===== config.mk =====
export PLATFORM = sky130hd
export DESIGN_NAME = fifo_control
export DESIGN_NICKNAME = d
export VERILOG_FILES = /design/src/rtl/fifo_control_pkg.sv /design/src/rtl/fifo_control_ptr.sv /design/src/rtl/fifo_control.sv
export SDC_FILE = /design/constraint.sdc
export NUM_CORES = 1
export LEC_CHECK = 0
export ABC_AREA = 0
export CAP_MARGIN = 10
export CORE_MARGIN = 3
export CORE_UTILIZATION = 50
export CTS_BUF_LIST = sky130_fd_sc_hd__clkbuf_4 sky130_fd_sc_hd__clkbuf_8 sky130_fd_sc_hd__clkbuf_16
export DETAILED_ROUTE_END_ITERATION = 7
export GPL_TIMING_DRIVEN = 0
export PLACE_DENSITY = 0.77
export RECOVER_POWER = 50
export SYNTH_ARGS = -nofsm -noshare
export SYNTH_HDL_FRONTEND = slang
export SYNTH_SLANG_ARGS = --single-unit

===== constraint.sdc =====
create_clock -name clk -period 8.3 [get_ports clk]
set_clock_uncertainty 0.2 [all_clocks]
set_input_delay 2.49 -clock clk [delete_from_list [all_inputs] [get_ports clk]]
set_output_delay 2.49 -clock clk [all_outputs]
set_load 0.005 [all_outputs]

===== src/rtl/fifo_control_pkg.sv =====
// fifo_control_pkg: shared FSM encoding and default widths for the FIFO control slice
package fifo_control_pkg;
  localparam int DEF_ADDRESS_WIDTH = 8;
  localparam int DEF_DATA_WIDTH = 10;
  typedef enum logic [2:0] {
    ST_RESET  = 3'd0,
    ST_INIT   = 3'd1,
    ST_IDLE   = 3'd2,
    ST_ACTIVE = 3'd3,
    ST_ERROR  = 3'd4
  } state_t;
endpackage


===== src/rtl/fifo_control_ptr.sv =====
// fifo_ptr: wrapping memory address pointer advanced by an increment enable
module fifo_ptr #(
  parameter int W = 8
) (
  input  logic         clk,
  input  logic         reset,
  input  logic         inc,
  output logic [W-1:0] ptr
);
  // Natural W-bit rollover gives the depth-1 -> 0 wrap
  always_ff @(posedge clk or negedge reset)
    if (!reset) ptr <= '0;
    else if (inc) ptr <= ptr + W'(1);
endmodule


===== src/rtl/fifo_control.sv =====
// fifo_control: push/pop to memory strobes, addresses, occupancy flags and error FSM
module fifo_control
  import fifo_control_pkg::*;
#(
  parameter int address_width = DEF_ADDRESS_WIDTH,
  parameter int data_width    = DEF_DATA_WIDTH
) (
  input  logic                     clk,
  input  logic                     reset,
  input  logic                     init,
  input  logic [address_width-1:0] umbral_almost_full,
  input  logic [address_width-1:0] umbral_almost_empty,
  input  logic                     push,
  input  logic                     pop,
  output logic                     wrmem_enable,
  output logic                     rdmem_enable,
  output logic [address_width-1:0] wr_addr,
  output logic [address_width-1:0] rd_addr,
  output logic                     full,
  output logic                     empty,
  output logic                     almost_full,
  output logic                     almost_empty,
  output logic                     error,
  output logic [2:0]               state
);
  localparam logic [address_width:0] depth = {1'b1, {address_width{1'b0}}};
  if (data_width < 1) begin : g_bad_width
    $error("data_width must be positive");
  end
  state_t st, st_nxt;
  logic [address_width:0] count, count_nxt;
  logic [address_width-1:0] th_af, th_ae;
  logic op, push_ok, pop_ok, fault;
  assign full = count == depth;
  assign empty = count == '0;
  assign almost_full = count >= {1'b0, th_af};
  assign almost_empty = !empty && count <= {1'b0, th_ae};
  assign error = st == ST_ERROR;
  assign state = st;
  assign wrmem_enable = push_ok;
  assign rdmem_enable = pop_ok;
  // Qualify requests; a full FIFO still takes a push when a pop frees a slot
  always_comb begin
    op = st == ST_IDLE || st == ST_ACTIVE;
    pop_ok = op && pop && !empty;
    push_ok = op && push && (!full || pop_ok);
    fault = op && ((push && full && !pop) || (pop && empty));
    count_nxt = count + (address_width+1)'(push_ok) - (address_width+1)'(pop_ok);
  end
  // Next state: errors win over init, otherwise occupancy picks IDLE/ACTIVE
  always_comb begin
    st_nxt = st;
    case (st)
      ST_RESET: st_nxt = ST_INIT;
      ST_INIT:  st_nxt = init ? ST_INIT : (count == '0 ? ST_IDLE : ST_ACTIVE);
      ST_ERROR: st_nxt = init ? ST_INIT : ST_ERROR;
      default:  st_nxt = fault ? ST_ERROR : init ? ST_INIT : (count_nxt == '0 ? ST_IDLE : ST_ACTIVE);
    endcase
  end
  // State, occupancy and thresholds; thresholds follow the inputs while init is held
  always_ff @(posedge clk or negedge reset)
    if (!reset) begin
      st <= ST_RESET;
      count <= '0;
      th_af <= '1;
      th_ae <= address_width'(1);
    end else begin
      st <= st_nxt;
      count <= count_nxt;
      if (init && st != ST_RESET) begin
        th_af <= umbral_almost_full;
        th_ae <= umbral_almost_empty;
      end
    end
  fifo_ptr #(.W(address_width)) u_wr_ptr (.clk(clk), .reset(reset), .inc(push_ok), .ptr(wr_addr));
  fifo_ptr #(.W(address_width)) u_rd_ptr (.clk(clk), .reset(reset), .inc(pop_ok), .ptr(rd_addr));
endmodule

==> out/qor.yml, run 1 <==
route.vias.total: 1827
clock_tree_root_buffer_cell: "sky130_fd_sc_hd__clkbuf_8"
instances_no_fill: 356
detail_route.wl_per_cell_um: 13.26
slew_limit_headroom: 0.1260
synthesis_warning_total: 0
dp.final_hpwl_mm: 3.702
total_stage_count_of_the_critical_path: 4
post-synth-top-area-cell: "sky130_fd_sc_hd__dfrtp_1"
cts_buffers: 5
crit_path_max_incr_delay_ns: 0.62
worst_setup_path_end_kind: "output port"
timing.hold.worst.start: "u_rd_ptr.ptr[7]"
r2r_end: "state[0]"
clk_latency_ns: 0.31
critical_path_peak_fanout: 7
mostFrequentLayoutCells: "43 x sky130_fd_sc_hd__clkdlybuf4s50_1, 35 x sky130_fd_sc_hd__dfrtp_1, 31 x sky130_fd_sc_hd__inv_1"
synth_seq_cells: 44
post-route-util: 0.6605
worst_path_max_delay_cell: "sky130_fd_sc_hd__clkdlybuf4s50_1"
gpl.final_weighted_congestion: 0.7875
tritoncts_num_sinks: 44
grt_antenna_before_repair: 0
cp.buffers_inverters: 2
cts.hold.buffers_added: 0
number_of_flops_mapped_to_enable_cells_by_yosys: 0
cells_traversed_along_the_worst_timing_path: "dlygate4sd3_1 > nor2b_1 > a21oi_1 > clkdlybuf4s50_1"
cts.reportedPaths.clkPinSlew_ns: 0.09
start_kind: "input pin"
fp.coreArea_mm2: 0.004817
ff_to_ff_setup_slack_ns: 4.17
layout.area.seq_mm2: 0.001112
post-place-cells: 348
netlist_instances: 234
cap_viol_max_count: 0
final.fill_count: 395
rsz0062_at_grt: "no"
portion_of_synthesized_cell_area_occupied_by_the_leading_cell_type: 0.3469
crit_family: "buffers and inverters"
min-delay-path-class: "reg2reg"
tritoncts: "yes"
initialDrtViolationCount: 63
wl_mm: 4.720
place_ws_ns: 1.449
async_reset_ff_frac: 1.000
multi_input_comb_area_mm2: 0.001284
syn-num-nets: 286
critical_path.startpoint: "pop"
status: "finished clean"
fin_setup_tns_ns: 0
cellLeakagePower_nw: 1.475
yosys-top-cells-area: "sky130_fd_sc_hd__dfrtp_1 35%, sky130_fd_sc_hd__ha_1 15%, sky130_fd_sc_hd__dfstp_2 9.4%"
initial_core_util: 0.5242
die-width_um: 77.06
postSynth.topFlopCell: "sky130_fd_sc_hd__dfrtp_1"
numPortBuffers: 46
grt_overflow_total: 0
yosys.cell_types.count: 38
maximum_number_of_pins_on_one_net_before_global_route_repair: 26
clk_path_buf_depth: 2
seq_area_frac_synth: 0.4405
cp.arrival_ns: 4.26
row_count: 25
layout-drive-gt1-share: 0.1246
globalRouteTotalUtil: 0.1780
grt_pass1_wl_mm: 8.300
die_height_um: 77.06
mostFrequentLayoutCell: "sky130_fd_sc_hd__clkdlybuf4s50_1"
worst_margin_pin_slew_ns: 1.311
route.detailed.drc: 0
finalHoldViolCount: 0
antennaDiodeCount: 0
worst_ir_drop_vdd_v: 0.0001460
finalCritPeriodShare: 0.8368
synthToLayoutAreaGrowth_pct: 26.02
synth_area_mm2: 0.002525
first_pass_drt_iterations: 4
power-per-cell-area_mw_per_mm2: 322.7
post_drt_via_cell_ratio: 5.132
finalNetCount: 340
htree_levels: 2
termination_of_the_worst_setup_path: "wrmem_enable"
setup_violations: 0
post_synth.cell_area_avg_um2: 10.79
final_antenna_net_count: 0
reg2reg_depth: 16
die-area_mm2: 0.005938
maxClockFrequency_mhz: 144.0
finalCriticalPeriod_ns: 6.946
post_cts_setup_repair_bufs: 0
cts_resized: 0
timing_worst_setup_path_type: "in2out"
reg2reg_from: "count[7]"
final.hold.worst_slack_ns: 0.2775
hold_path_depth: 1
number_of_global_route_vias_before_repair: 1812
timing.final.ws_setup_ns: 1.354
timing.final.max_slew_violations: 0
worst_ep_required_time_ns: 5.61
io_pins: 47
## routing by layer
metal  GRT usage  wire, µm  vias to the layer above
li1            -         -                      904
met1      0.2323      2133                      865
met2      0.2866      2257                       50
met3     0.03991       246                        8
met4     0.07295        82                        0
met5           0         0                        -
## synth_stat cells, types with 2 or more instances
| library cell | number |
|---|---|
| sky130_fd_sc_hd__nor3_1 | 2 |
| sky130_fd_sc_hd__nand2b_1 | 3 |
| sky130_fd_sc_hd__xnor2_1 | 15 |
| sky130_fd_sc_hd__ha_1 | 30 |
| sky130_fd_sc_hd__nand4_1 | 8 |
| sky130_fd_sc_hd__nor3b_1 | 2 |
| sky130_fd_sc_hd__mux2_2 | 18 |
| sky130_fd_sc_hd__nor2_1 | 12 |
| sky130_fd_sc_hd__and3_1 | 3 |
| sky130_fd_sc_hd__o21ai_0 | 7 |
| sky130_fd_sc_hd__or4_1 | 2 |
| sky130_fd_sc_hd__o21a_1 | 4 |
| sky130_fd_sc_hd__a211oi_1 | 2 |
| sky130_fd_sc_hd__inv_1 | 31 |
| sky130_fd_sc_hd__dfstp_2 | 9 |
| sky130_fd_sc_hd__nor2b_1 | 3 |
| sky130_fd_sc_hd__a21oi_1 | 8 |
| sky130_fd_sc_hd__dfrtp_1 | 35 |
| sky130_fd_sc_hd__xor2_1 | 7 |
| sky130_fd_sc_hd__clkbuf_1 | 2 |
| sky130_fd_sc_hd__nand2_1 | 11 |
| sky130_fd_sc_hd__a21o_1 | 4 |
## cells by family after synthesis
family,after synthesis,synth area share
AO/OA/AOI/OAI,32,0.08276
XOR/XNOR,22,0.07632
adder cells (fa/ha/maj),31,0.1566
buffers and inverters,34,0.05104
flip-flops,44,0.4405
multiplexers,18,0.08028
AND/OR/NAND/NOR,53,0.1125
## layout make-up
class / instances / area share
well taps: 67 / 0.02635
repair buffers: 47 / 0.1439
clock buffers: 5 / 0.02163
inverters: 31 / 0.03657
multi-input cells: 156 / 0.4035
flip-flops and latches: 44 / 0.3496
clock inverters: 3 / 0.01455
plain buffers: 3 / 0.003932
## power by group
part	internal, mW	switching [mW]
Clock	0.0907	0.0806
Combinational	0.263	0.242
Sequential	0.282	0.0680
Total	0.636	0.391
## registers in the layout, indices dropped and copies added, names as in the netlist
| name | count |
|---|---|
| count | 9 |
| state | 3 |
| th_ae | 8 |
| th_af | 8 |
| u_rd_ptr.ptr | 8 |
| u_wr_ptr.ptr | 8 |
## stage by stage
step / area, µm² / total power, mW
6_report: 3182 / 1.027
5_1_grt: 3182 / 1.123
4_1_cts: 3207 / 1.040
3_5_place_dp: 3092 / 0.8603
3_3_place_gp: 3069 / 0.8423
2_1_floorplan: 2525 / 0.6837
## worst min path at each step
stage,endpoint
floorplan,u_rd_ptr.ptr[7]
global placement,u_rd_ptr.ptr[7]
detailed placement,u_rd_ptr.ptr[7]
CTS,u_rd_ptr.ptr[7]
global route,u_rd_ptr.ptr[7]
finish,u_rd_ptr.ptr[7]
No activity file was read; power rests on OpenSTA's default activity.
==> inputs of run 2 (changes only) <==
==> constraint.sdc (replaced) <==
create_clock -name clk -period 6.9 [get_ports clk]
set_clock_uncertainty 0.2 [all_clocks]
set_input_delay 2.07 -clock clk [delete_from_list [all_inputs] [get_ports clk]]
set_output_delay 2.07 -clock clk [all_outputs]
set_load 0.005 [all_outputs]
==> results of run 2 <==
The final DEF is identical to that of run 1. Status: finished clean.
Main changes from that run: setup slack after placement 1.449 ns -> 0.8895 ns; setup slack after layout 1.354 ns -> 0.7944 ns; register-to-register setup slack 4.17 ns -> 2.77 ns; total power 1.027 mW -> 1.235 mW; worst IR drop on VDD 0.0001460 V -> 0.0001757 V
==> inputs of run 3 (changes only) <==
--- a/config.mk
+++ b/config.mk
@@ -8,11 +8,10 @@
 export ABC_AREA = 0
 export CAP_MARGIN = 10
 export CORE_MARGIN = 3
-export CORE_UTILIZATION = 50
+export CORE_UTILIZATION = 39
 export CTS_BUF_LIST = sky130_fd_sc_hd__clkbuf_4 sky130_fd_sc_hd__clkbuf_8 sky130_fd_sc_hd__clkbuf_16
 export DETAILED_ROUTE_END_ITERATION = 7
 export GPL_TIMING_DRIVEN = 0
-export PLACE_DENSITY = 0.77
 export RECOVER_POWER = 50
 export SYNTH_ARGS = -nofsm -noshare
 export SYNTH_HDL_FRONTEND = slang
==> constraint.sdc (replaced) <==
create_clock -name clk -period 6.68 [get_ports clk]
set_clock_uncertainty 0.2 [all_clocks]
set_input_delay 2.004 -clock clk [delete_from_list [all_inputs] [get_ports clk]]
set_output_delay 2.004 -clock clk [all_outputs]
set_load 0.005 [all_outputs]
==> out/qor.yml, run 3 (same netlist as run 1, synthesis figures left out) <==
status: "finished clean"  # unchanged
worst_ep_required_time_ns: 4.48  # was 4.63 ns
route.vias.total: 1810  # was 1827
setup_violations: 0  # unchanged
clock_tree_root_buffer_cell: "sky130_fd_sc_hd__clkbuf_8"  # unchanged
grt_pass1_wl_mm: 8.735  # was 8.300 mm
clk_path_buf_depth: 2  # unchanged
maximum_number_of_pins_on_one_net_before_global_route_repair: 25  # was 26
tritoncts_num_sinks: 44  # unchanged
r2r_end: "state[0]"  # unchanged
final_antenna_net_count: 0  # unchanged
htree_levels: 2  # unchanged
worstHoldEndpoint: "u_rd_ptr.ptr[7]"  # unchanged
power-per-cell-area_mw_per_mm2: 396.8  # was 388.2 mW/mm²
finalHoldViolCount: 0  # unchanged
io_pins: 47  # unchanged
final.fill_count: 583  # was 395
start_kind: "input pin"  # unchanged
critical_path.startpoint: "pop"  # unchanged
timing.final.ws_setup_ns: 0.6447  # was 0.7944 ns
maxClockFrequency_mhz: 165.7
timing_worst_setup_path_type: "in2out"  # unchanged
worst_margin_pin_slew_ns: 1.252  # was 1.311 ns
top_register: "count"  # unchanged
finalCriticalPeriod_ns: 6.035
layout-drive-gt1-share: 0.1241  # was 0.1246
timing.hold.worst.start: "u_rd_ptr.ptr[7]"  # unchanged
totalPowerFinal_mw: 1.267  # was 1.235 mW
die-width_um: 86.46  # was 77.06 µm
crit_family: "buffers and inverters"  # unchanged
cells_traversed_along_the_worst_timing_path: "dlygate4sd3_1 > nor2b_1 > a21oi_1 > clkdlybuf4s50_1"  # unchanged
wl_mm: 5.044  # was 4.720 mm
clk_latency_ns: 0.30  # was 0.31 ns
initialDrtViolationCount: 72  # was 63
die-area_mm2: 0.007475  # was 0.005938 mm²
worst_path_max_delay_cell: "sky130_fd_sc_hd__clkdlybuf4s50_1"  # unchanged
fp.coreArea_mm2: 0.006096  # was 0.004817 mm²
globalRouteTotalUtil: 0.1478  # was 0.1780
critical_path_peak_fanout: 7  # unchanged
grt_overflow_total: 0  # unchanged
first_pass_drt_iterations: 4  # unchanged
post_cts_setup_repair_bufs: 0  # unchanged
largest_reg_flops: 9  # unchanged
crit_path_max_incr_delay_ns: 0.64  # was 0.62 ns
synthToLayoutAreaGrowth_pct: 26.41  # was 26.02%
place_ws_ns: 0.7411  # was 0.8895 ns
cts.hold.buffers_added: 0  # unchanged
fin_setup_tns_ns: 0  # unchanged
cp.arrival_ns: 3.83  # was 3.84 ns
detail_route.wl_per_cell_um: 13.82  # was 13.26 µm
antennaDiodeCount: 0  # unchanged
timing.final.max_slew_violations: 0  # unchanged
reg2reg_from: "count[7]"  # unchanged
post-route-util: 0.5236  # was 0.6605
die_height_um: 86.46  # was 77.06 µm
mostFrequentLayoutCells: "43 x sky130_fd_sc_hd__clkdlybuf4s50_1, 35 x sky130_fd_sc_hd__dfrtp_1, 31 x sky130_fd_sc_hd__inv_1"  # unchanged
finalNetCount: 341  # was 340
tritoncts: "yes"  # unchanged
finalCritPeriodShare: 0.9035
worst_setup_path_end_kind: "output port"  # unchanged
slew_limit_headroom: 0.1656  # was 0.1260
numPortBuffers: 46  # unchanged
row_count: 28  # was 25
hold_path_depth: 1  # unchanged
initial_core_util: 0.4142  # was 0.5242
reg2reg_depth: 16  # unchanged
dp.final_hpwl_mm: 3.879  # was 3.702 mm
worst_ir_drop_vdd_v: 0.0002077  # was 0.0001757 V
cap_viol_max_count: 0  # unchanged
min-delay-path-class: "reg2reg"  # unchanged
cts_resized: 0  # unchanged
grt_antenna_before_repair: 0  # unchanged
cts_buffers: 5  # unchanged
cellLeakagePower_nw: 1.480  # was 1.475 nW
cp.buffers_inverters: 2  # unchanged
gpl.final_weighted_congestion: 0.7996  # was 0.7875
mostFrequentLayoutCell: "sky130_fd_sc_hd__clkdlybuf4s50_1"  # unchanged
number_of_global_route_vias_before_repair: 1898  # was 1812
rsz0062_at_grt: "no"  # unchanged
cts.reportedPaths.clkPinSlew_ns: 0.09  # about the same
post_drt_via_cell_ratio: 4.959  # was 5.132
ff_to_ff_setup_slack_ns: 2.53  # was 2.77 ns
route.detailed.drc: 0  # unchanged
run 3: changes by cell type in the layout (fill, tap and decap cells not counted), sizes merged:
cell | before | now
inv | 32 | 31
clkinv | 0 | 1
clkbuf | 9 | 11
clkinvlp | 1 | 0
run 3: final cells by class:
type / count / area (µm²) / share of cell area
sequential: 44 / 1112 / 0.3485
multi-input combinational: 156 / 1284 / 0.4022
clock buffer: 6 / 76.32 / 0.02391
clock inverter: 2 / 35.03 / 0.01098
inverter: 31 / 116.4 / 0.03646
buffer: 3 / 12.51 / 0.003920
timing repair buffer: 48 / 461.7 / 0.1446
tap: 75 / 93.84 / 0.02940
run 3: worst max path at each step:
stage / end / slack, ns / depth (start not counted)
after floorplan: state[0] / 1.66 / 12
after global placement: wrmem_enable / 0.71 / 4
after detailed placement: wrmem_enable / 0.74 / 4
after CTS: wrmem_enable / 0.72 / 4
after global routing: wrmem_enable / 0.56 / 4
final: wrmem_enable / 0.64 / 4
run 3: through the flow:
step / std cells / instance area [µm²] / hold slack [ns]
global route: 365 / 3192 / 0.3131
global placement: 355 / 3079 / 0.2555
floorplan: 234 / 2525 / 0.2647
finish: 365 / 3192 / 0.2686
detailed placement: 357 / 3107 / 0.2624
CTS: 365 / 3218 / 0.2778
run 3: report_power, final:
part	internal (mW)	total [mW]	switching, mW	leakage, nW
logic	0.327	0.623	0.296	0.907
clock network	0.115	0.209	0.0940	0.0586
registers	0.350	0.435	0.0844	0.515
total	0.792	1.27	0.474	1.48
run 3: routing by layer:
layer  up-vias  part of all wire  global-route usage
li1        903                 -                   -
met1       855              0.52              0.2113
met2        45              0.41              0.2177
met3         7             0.056             0.04373
met4         0             0.011             0.04108
met5         -                 0                   0
